==> config.mk <==
export PLATFORM = sky130hd
export DESIGN_NAME = rob_commit
export DESIGN_NICKNAME = d
export VERILOG_FILES = /design/src/rtl/rob_commit_pkg.sv /design/src/rtl/rob_commit.sv
export SDC_FILE = /design/constraint.sdc
export NUM_CORES = 1
export LEC_CHECK = 0
export BUFFER_PORTS_ARGS = -buffer_cell sky130_fd_sc_hd__buf_4
export CORE_UTILIZATION = 58
export CTS_CLUSTER_SIZE = 8
export DETAILED_ROUTE_END_ITERATION = 10
export GPL_ROUTABILITY_DRIVEN = 0
export GPL_TIMING_DRIVEN = 1
export HOLD_SLACK_MARGIN = 0.06
export PLACE_DENSITY_LB_ADDON = 0.1
export SLEW_MARGIN = 20
export SYNTH_ARGS = -nofsm -noshare
export SYNTH_HDL_FRONTEND = slang
export SYNTH_SLANG_ARGS = --single-unit
==> constraint.sdc <==
create_clock -name i_clk -period 8.7 [get_ports i_clk]
set_clock_uncertainty 0.15 [all_clocks]
set_input_delay 1.74 -clock i_clk [delete_from_list [all_inputs] [get_ports i_clk]]
set_output_delay 1.74 -clock i_clk [all_outputs]
set_load 0.01 [all_outputs]
==> src/rtl/rob_commit_pkg.sv <==
// Shared processor package for the reorder buffer.
// Holds the default ROB depth, the physical register ID width and the
// per-entry record used by rob_commit.
package rob_commit_pkg;

  localparam int unsigned ROB_DEPTH  = 16;
  localparam int unsigned ROB_PREG_W = 7;

  typedef struct packed {
    logic                  valid;
    logic                  done;
    logic                  has_dest;
    logic [ROB_PREG_W-1:0] pd_new;
    logic [ROB_PREG_W-1:0] pd_old;
  } rob_entry_t;

endpackage

==> src/rtl/rob_commit.sv <==
// Reorder buffer with in-order commit and mispredict flush.
// Ports:
//   i_clk, i_reset (async, active low)
//   dispatch : i_disp_valid/o_disp_ready, i_disp_has_dest, i_disp_pd_new, i_disp_pd_old,
//              o_disp_tag (tail index allocated on fire)
//   complete : i_cmpl_valid, i_cmpl_tag
//   free list: i_free_ready (not full), o_free_en/o_free_preg (old mapping released)
//   commit   : o_commit_valid, o_commit_tag
//   flush    : i_mispredict, i_mispredict_tag (entry kept as youngest)
//   status   : o_empty, o_count
// Entry storage uses rob_entry_t, so PREG_W is expected to equal ROB_PREG_W.
module rob_commit
  import rob_commit_pkg::*;
#(
  parameter int unsigned DEPTH  = ROB_DEPTH,
  parameter int unsigned PREG_W = ROB_PREG_W
) (
  input  logic                     i_clk,
  input  logic                     i_reset,
  input  logic                     i_disp_valid,
  output logic                     o_disp_ready,
  input  logic                     i_disp_has_dest,
  input  logic [PREG_W-1:0]        i_disp_pd_new,
  input  logic [PREG_W-1:0]        i_disp_pd_old,
  output logic [$clog2(DEPTH)-1:0] o_disp_tag,
  input  logic                     i_cmpl_valid,
  input  logic [$clog2(DEPTH)-1:0] i_cmpl_tag,
  input  logic                     i_free_ready,
  output logic                     o_free_en,
  output logic [PREG_W-1:0]        o_free_preg,
  output logic                     o_commit_valid,
  output logic [$clog2(DEPTH)-1:0] o_commit_tag,
  input  logic                     i_mispredict,
  input  logic [$clog2(DEPTH)-1:0] i_mispredict_tag,
  output logic                     o_empty,
  output logic [$clog2(DEPTH):0]   o_count
);

  localparam int unsigned IDX_W = $clog2(DEPTH);

  // Pointers carry one extra wrap bit so full and empty are distinguishable.
  logic [IDX_W:0]   r_head, r_tail;
  logic [IDX_W:0]   w_head_d, w_tail_d, w_count;
  logic [IDX_W-1:0] w_head_idx, w_tail_idx, w_flush_off;
  logic             w_disp_fire, w_commit;
  rob_entry_t       w_head_e;
  rob_entry_t       r_rob   [DEPTH];
  rob_entry_t       w_rob_d [DEPTH];

  assign w_head_idx  = r_head[IDX_W-1:0];
  assign w_tail_idx  = r_tail[IDX_W-1:0];
  assign w_count     = r_tail - r_head;
  assign w_head_e    = r_rob[w_head_idx];
  // Age of the branch entry relative to head; anything older-offset than this survives.
  assign w_flush_off = i_mispredict_tag - w_head_idx;

  assign o_disp_ready = (w_count != (IDX_W+1)'(DEPTH)) && !i_mispredict;
  assign w_disp_fire  = i_disp_valid && o_disp_ready;
  assign w_commit     = w_head_e.valid && w_head_e.done && (!w_head_e.has_dest || i_free_ready);

  assign o_disp_tag     = w_tail_idx;
  assign o_commit_valid = w_commit;
  assign o_commit_tag   = w_head_idx;
  assign o_free_en      = w_commit && w_head_e.has_dest;
  assign o_free_preg    = o_free_en ? PREG_W'(w_head_e.pd_old) : '0;
  assign o_empty        = (w_count == '0);
  assign o_count        = w_count;

  always_comb begin
    w_head_d = r_head + (IDX_W+1)'(w_commit);
    if (i_mispredict) begin
      w_tail_d = r_head + {1'b0, w_flush_off} + (IDX_W+1)'(1);
    end else begin
      w_tail_d = r_tail + (IDX_W+1)'(w_disp_fire);
    end

    for (int i = 0; i < DEPTH; i++) begin
      w_rob_d[i] = r_rob[i];
      // Flush has priority so a completion to a squashed tag is dropped.
      if (i_mispredict && ((IDX_W'(i) - w_head_idx) > w_flush_off)) begin
        w_rob_d[i] = '0;
      end else if (i_cmpl_valid && (i_cmpl_tag == IDX_W'(i)) && r_rob[i].valid) begin
        w_rob_d[i].done = 1'b1;
      end
      if (w_commit && (w_head_idx == IDX_W'(i))) begin
        w_rob_d[i] = '0;
      end
      if (w_disp_fire && (w_tail_idx == IDX_W'(i))) begin
        w_rob_d[i].valid    = 1'b1;
        w_rob_d[i].done     = 1'b0;
        w_rob_d[i].has_dest = i_disp_has_dest;
        w_rob_d[i].pd_new   = ROB_PREG_W'(i_disp_pd_new);
        w_rob_d[i].pd_old   = ROB_PREG_W'(i_disp_pd_old);
      end
    end
  end

  always_ff @(posedge i_clk or negedge i_reset) begin
    if (!i_reset) begin
      r_head <= '0;
      r_tail <= '0;
      for (int i = 0; i < DEPTH; i++) begin
        r_rob[i] <= '0;
      end
    end else begin
      r_head <= w_head_d;
      r_tail <= w_tail_d;
      for (int i = 0; i < DEPTH; i++) begin
        r_rob[i] <= w_rob_d[i];
      end
    end
  end

endmodule

* Yosys cells after proc, flatten, opt, wreduce, memory -nomap -nowiden
Index checks and enable logic that the tools add are counted.
** Storage, ports and cells
- Bits in registers :: 282
- Input bits :: 29
- Output and inout port bits :: 24
** Operators by class
- Add/sub/neg operators :: 22
- Magnitude comparators :: 17
- Equality and inequality tests :: 46
- Mux-type cells :: 101
- Bitwise logic cells :: 1
- Reduce and logical (&&, ||, !) cells :: 124
** Operator list (count)
- $mux 17 :: 34
- $mux 15 :: 16
- $eq 4x4->1 const B :: 24
- $logic_and 1x1->1 :: 85
- $bmux 17 s4 :: 1
- $gt 4x4->1 :: 16
- $reduce_bool 4->1 :: 16
- $eq 4x3->1 const B :: 12
- $mux 1 :: 48
- $reduce_bool 3->1 :: 16
- $sub 4x4->4 const A :: 8
- $eq 4x2->1 const B :: 6
- $sub 3x4->4 const A :: 4
- $eq 4x1->1 const B :: 3
- $logic_not 4->1 :: 3
- $add 5x1->5 :: 2
- $sub 1x4->4 const A :: 2
- $sub 2x4->4 const A :: 2
- $mux 7 :: 1
- $add 5x1->5 const B :: 1
- $add 5x4->5 :: 1
- $ge 5x5->1 const B :: 1
- $logic_not 5->1 :: 1
- $mux 5 :: 1
- other kinds (6) :: 7

* Longest topological paths before layout
- Depth in word-level cells :: 10
- Mapped depth :: 19

* Worst setup path before layout
Ideal clock, no wire load.
- Path type :: flip-flop to output port
- Start point :: reg r_head[1]
- End point :: out o_disp_ready
- Arrival :: 3752 ps
- Data required time :: 6810 ps
- Path slack :: 3058 ps
- Cell stages (with the launch flop) :: 15
- Cell sequence :: dfrtp_1 > buf_2 > clkbuf_1 > clkbuf_1 > clkbuf_1 > inv_1 > ha_1 > nor2b_1 > o21ai_0 > a211oi_1 > o211ai_1 > clkbuf_1 > clkbuf_1 > nand2_1 > inv_1
** On the way
- Longest elaborated chain between the ends :: 3
** RTL lines
- start, declared :: line rob_commit.sv:42 : logic [IDX_W:0] r_head, r_tail;
- start signal, assigned :: line rob_commit.sv:106 : r_head <= w_head_d;
- $sub 5x5->5 :: line rob_commit.sv:52 : assign w_count = r_tail - r_head;
- $ne 5x5->1 :: line rob_commit.sv:57 : assign o_disp_ready = (w_count != (IDX_W+1)'(DEPTH)) && !i_mispredict;
- $logic_and 1x1->1 :: line rob_commit.sv:57
- end, declared :: line rob_commit.sv:21 : output logic o_disp_ready,
No other way between the ends.

* Final worst setup path
- Start point :: reg r_head[0]
- End point :: out o_commit_valid
** On the way
- Longest elaborated chain between the ends :: 7
** RTL lines
- $not 4->5 (not written as such) * :: line rob_commit.sv:53 : assign w_head_e = r_rob[w_head_idx];
- $bmux 17 s4 * :: line rob_commit.sv:53
- $mux 17 (not written as such) * (2 in series) :: line rob_commit.sv:53
- $logic_not 1->1 :: line rob_commit.sv:59 : assign w_commit = w_head_e.valid && w_head_e.done && (!w_head_e.has_dest || i_free_ready);
- $logic_or 1x1->1 :: line rob_commit.sv:59
- $logic_and 1x1->1 * :: line rob_commit.sv:59
- end, declared :: line rob_commit.sv:31 : output logic o_commit_valid,
Every way passes the cells marked *; elsewhere a longest branch is shown, timed or not. The select of a mux whose other input is x is not followed.

==> flow_summary.json <==
{
  "drive_gt1_share_pct": 14.3,
  "layout_commonest_cell": "nand2_1",
  "slowest_delay_ps": 930,
  "path_max_fanout": 29,
  "final_cells": 1252,
  "die_w_um": 133,
  "p_per_area_nw_per_um2": 400,
  "yosysWarningCount": 0,
  "wl_per_cell_um": 21.9,
  "fin_area_um2": 10900,
  "clk_pin_slew_ps": 70,
  "grt_overflow": 0,
  "period_share_pct": 68.6,
  "io_buffers": 45,
  "antenna_found_initial": 0,
  "coreArea_um2": 16600,
  "synth_edf_count": 0,
  "final.setup.tns_ps": 0,
  "post-route-util_pct": 65.7,
  "synth_cell_type_count": 67,
  "comb_power_share_pct": 53.3,
  "ctsLongestPathBuffers": 2,
  "boundaryPins": 53,
  "crit_type": "reg -> out",
  "ir_drop_mv": 0.443,
  "switching_share_pct": 45.2,
  "holdWs_ps": 345,
  "cp-end-kind": "output pin",
  "routed-via-count": 8070,
  "yosys.area.top_type_share_pct": 42.9,
  "path_cells": "buf_4, mux2i_1, mux4_2, nor3_2, or4_4, nor2_2, buf_4",
  "reg2reg_to": "r_rob[120]",
  "synth_ff_type": "dfrtp_1",
  "synth.area.top_cells": "dfrtp_1 43%, mux4_2 8.2%, nand2_1 6.8%",
  "maxSlewViolCount": 0,
  "synth-seq-cells": 170,
  "grt_pass1_wl_um": 42900,
  "clockRootBuffer": "clkbuf_16",
  "max_freq_mhz": 167,
  "rows": 47,
  "dieArea_um2": 17600,
  "dpl_cell_area_um2": 10300,
  "synth_area_um2": 9910,
  "cts_tree": "yes",
  "htreeDepth": 4,
  "power.switching_mw": 1.98,
  "ys_async_sr_fraction_pct": 100,
  "synth.avg_cell_area_um2": 9.77,
  "num-nets-final": 1095,
  "start_kind": "register",
  "hpwl_um": 19100,
  "area_growth_pct": 10.4,
  "worstMarginPinSlew_ps": 1150,
  "drv_cap": 0,
  "grt_pass1_vias": 7500,
  "hp-class": "reg -> reg",
  "dp.cells": 1220,
  "critPathRequiredTime_ps": 6810,
  "slew_headroom_pct": 22.9,
  "syn-num-nets": 1090,
  "start_util_pct": 59.6,
  "syn_inst": 1014,
  "total_power_mw": 4.37,
  "antenna_cells": 0,
  "drtIter0Drc": 842,
  "period_needed_ps": 5970,
  "crit_arrival_ps": 4080,
  "dr.pass1.iters": 5,
  "drt_wl_total_um": 27500,
  "crit_path_start": "r_head[0]",
  "worst-r2r-setup-slack_ps": 3410,
  "route.detailed.drc": 0,
  "crit_top_cell": "buf_4",
  "viasPerCell": 6.45,
  "cts.repair.resized": 0,
  "n_fill_cell": 1337,
  "power.internal_mw": 2.40,
  "die_y_um": 133,
  "grt_use_total_pct": 32.2,
  "grt_max_degree": 91,
  "crit_slowest_cell": "dfrtp_2",
  "synth_top_area_cell": "dfrtp_1",
  "cts.sinks": 170,
  "clock_latency_ps": 430,
  "rsz0062_at_grt": "no",
  "ff2ff_path_depth": 12,
  "hold_viol_final": 0,
  "fin_ws_ps": 2730,
  "pwr-share-seq_pct": 28.1,
  "cts_buffers": 17,
  "p_leak_nw": 4.83,
  "final_cell_mix": "180 x nand2_1, 168 x dfrtp_1, 102 x o21ai_0",
  "postCtsHoldBufs": 0,
  "p_clk_share_pct": 18.6,
  "multiInputGateArea_um2": 5170,
  "r2r_start": "r_head[1]",
  "pre_cts_ws_ps": 3080,
  "seqCellArea_um2": 4260,
  "post-cts-setup-buffer-count": 0,
  "ant_nets": 0,
  "ys_seq_area_share_pct": 42.9,
  "setup.worst_path.end": "o_commit_valid",
  "status": "finished, final reports clean",
  "setup_viol": 0
}
synth_stat cells, drive strengths merged, types with 4 or more instances:
| cell | count |
|---|---|
| dfrtp | 170 |
| a21o | 11 |
| buf | 39 |
| xor2 | 6 |
| clkbuf | 29 |
| o31ai | 8 |
| and2 | 6 |
| ha | 43 |
| nand3 | 42 |
| o2bb2ai | 8 |
| o21a | 6 |
| a211oi | 4 |
| nand3b | 4 |
| a31oi | 19 |
| or3 | 6 |
| xnor2 | 16 |
| o22ai | 5 |
| and3 | 10 |
| mux2i | 9 |
| or2 | 5 |
| inv | 51 |
| nor2b | 24 |
| nor3b | 5 |
| mux4 | 36 |
| a21oi | 18 |
| nand2 | 180 |
| nor4 | 9 |
| o21ai | 105 |
| nor2 | 20 |
| o221ai | 4 |
| a31o | 4 |
| o211ai | 6 |
| fa | 4 |
| nor3 | 27 |
| a22o | 40 |
| nand4 | 6 |
final cells by class:
cell class | count | share of cell area (%)
multi-input cells | 725 | 47.3
flip-flops and latches | 170 | 38.9
clock buffers | 17 | 3.89
repair buffers | 54 | 3.77
well taps | 220 | 2.52
clock inverters | 15 | 1.89
inverters | 51 | 1.75
power groups by stage:
stage	clock [mW]	sequential, mW	combinational [mW]
6_report	0.813	1.23	2.33
5_1_grt	0.851	1.26	2.54
4_1_cts	0.819	1.22	2.29
3_5_place_dp	0	1.23	2.29
3_3_place_gp	0	1.23	2.23
2_1_floorplan	0	1.14	1.72
cell families after synthesis:
| family | synth area share (%) |
|---|---|
| AOI/OAI and AO/OA | 17.1 |
| xor gates and xnor gates | 1.94 |
| adders and majority gates | 6.44 |
| buffers and inverters | 5.10 |
| DFF | 42.9 |
| muxes | 9.20 |
| and+or+nand+nor | 17.3 |
sequential cells by signal, summed over array words and instances (netlist names):
signal	count
r_rob	160
r_tail	5
r_head	5
worst min-delay path by stage:
| stage | from | endpoint | cells past startpoint |
|---|---|---|---|
| 2_1_floorplan | r_rob[17] | r_rob[17] | 1 |
| 3_5_place_dp | r_rob[17] | r_rob[17] | 1 |
| 3_3_place_gp | r_rob[142] | r_rob[142] | 1 |
| 4_1_cts | r_rob[173] | r_rob[173] | 1 |
| 6_report | r_rob[22] | r_rob[22] | 1 |
| 5_1_grt | r_rob[173] | r_rob[173] | 1 |
metal layers:
metal / GRT usage, % / vias to the layer above / part of all wire [%]
li1: - / 3643 / -
met1: 49.1 / 4010 / 45
met4: 7.15 / 0 / 0.95
met3: 6.74 / 27 / 8.9
met2: 47.5 / 390 / 45
met5: 0 / - / 0
worst max-delay path, delay by kind of cell (launching register included):
family                 cells  cell delay (ps)
buffers and inverters      2              830
flip-flops                 1              930
multiplexers               2              700
AND/OR/NAND/NOR            3             1160
(Power assumes the default switching activity.)
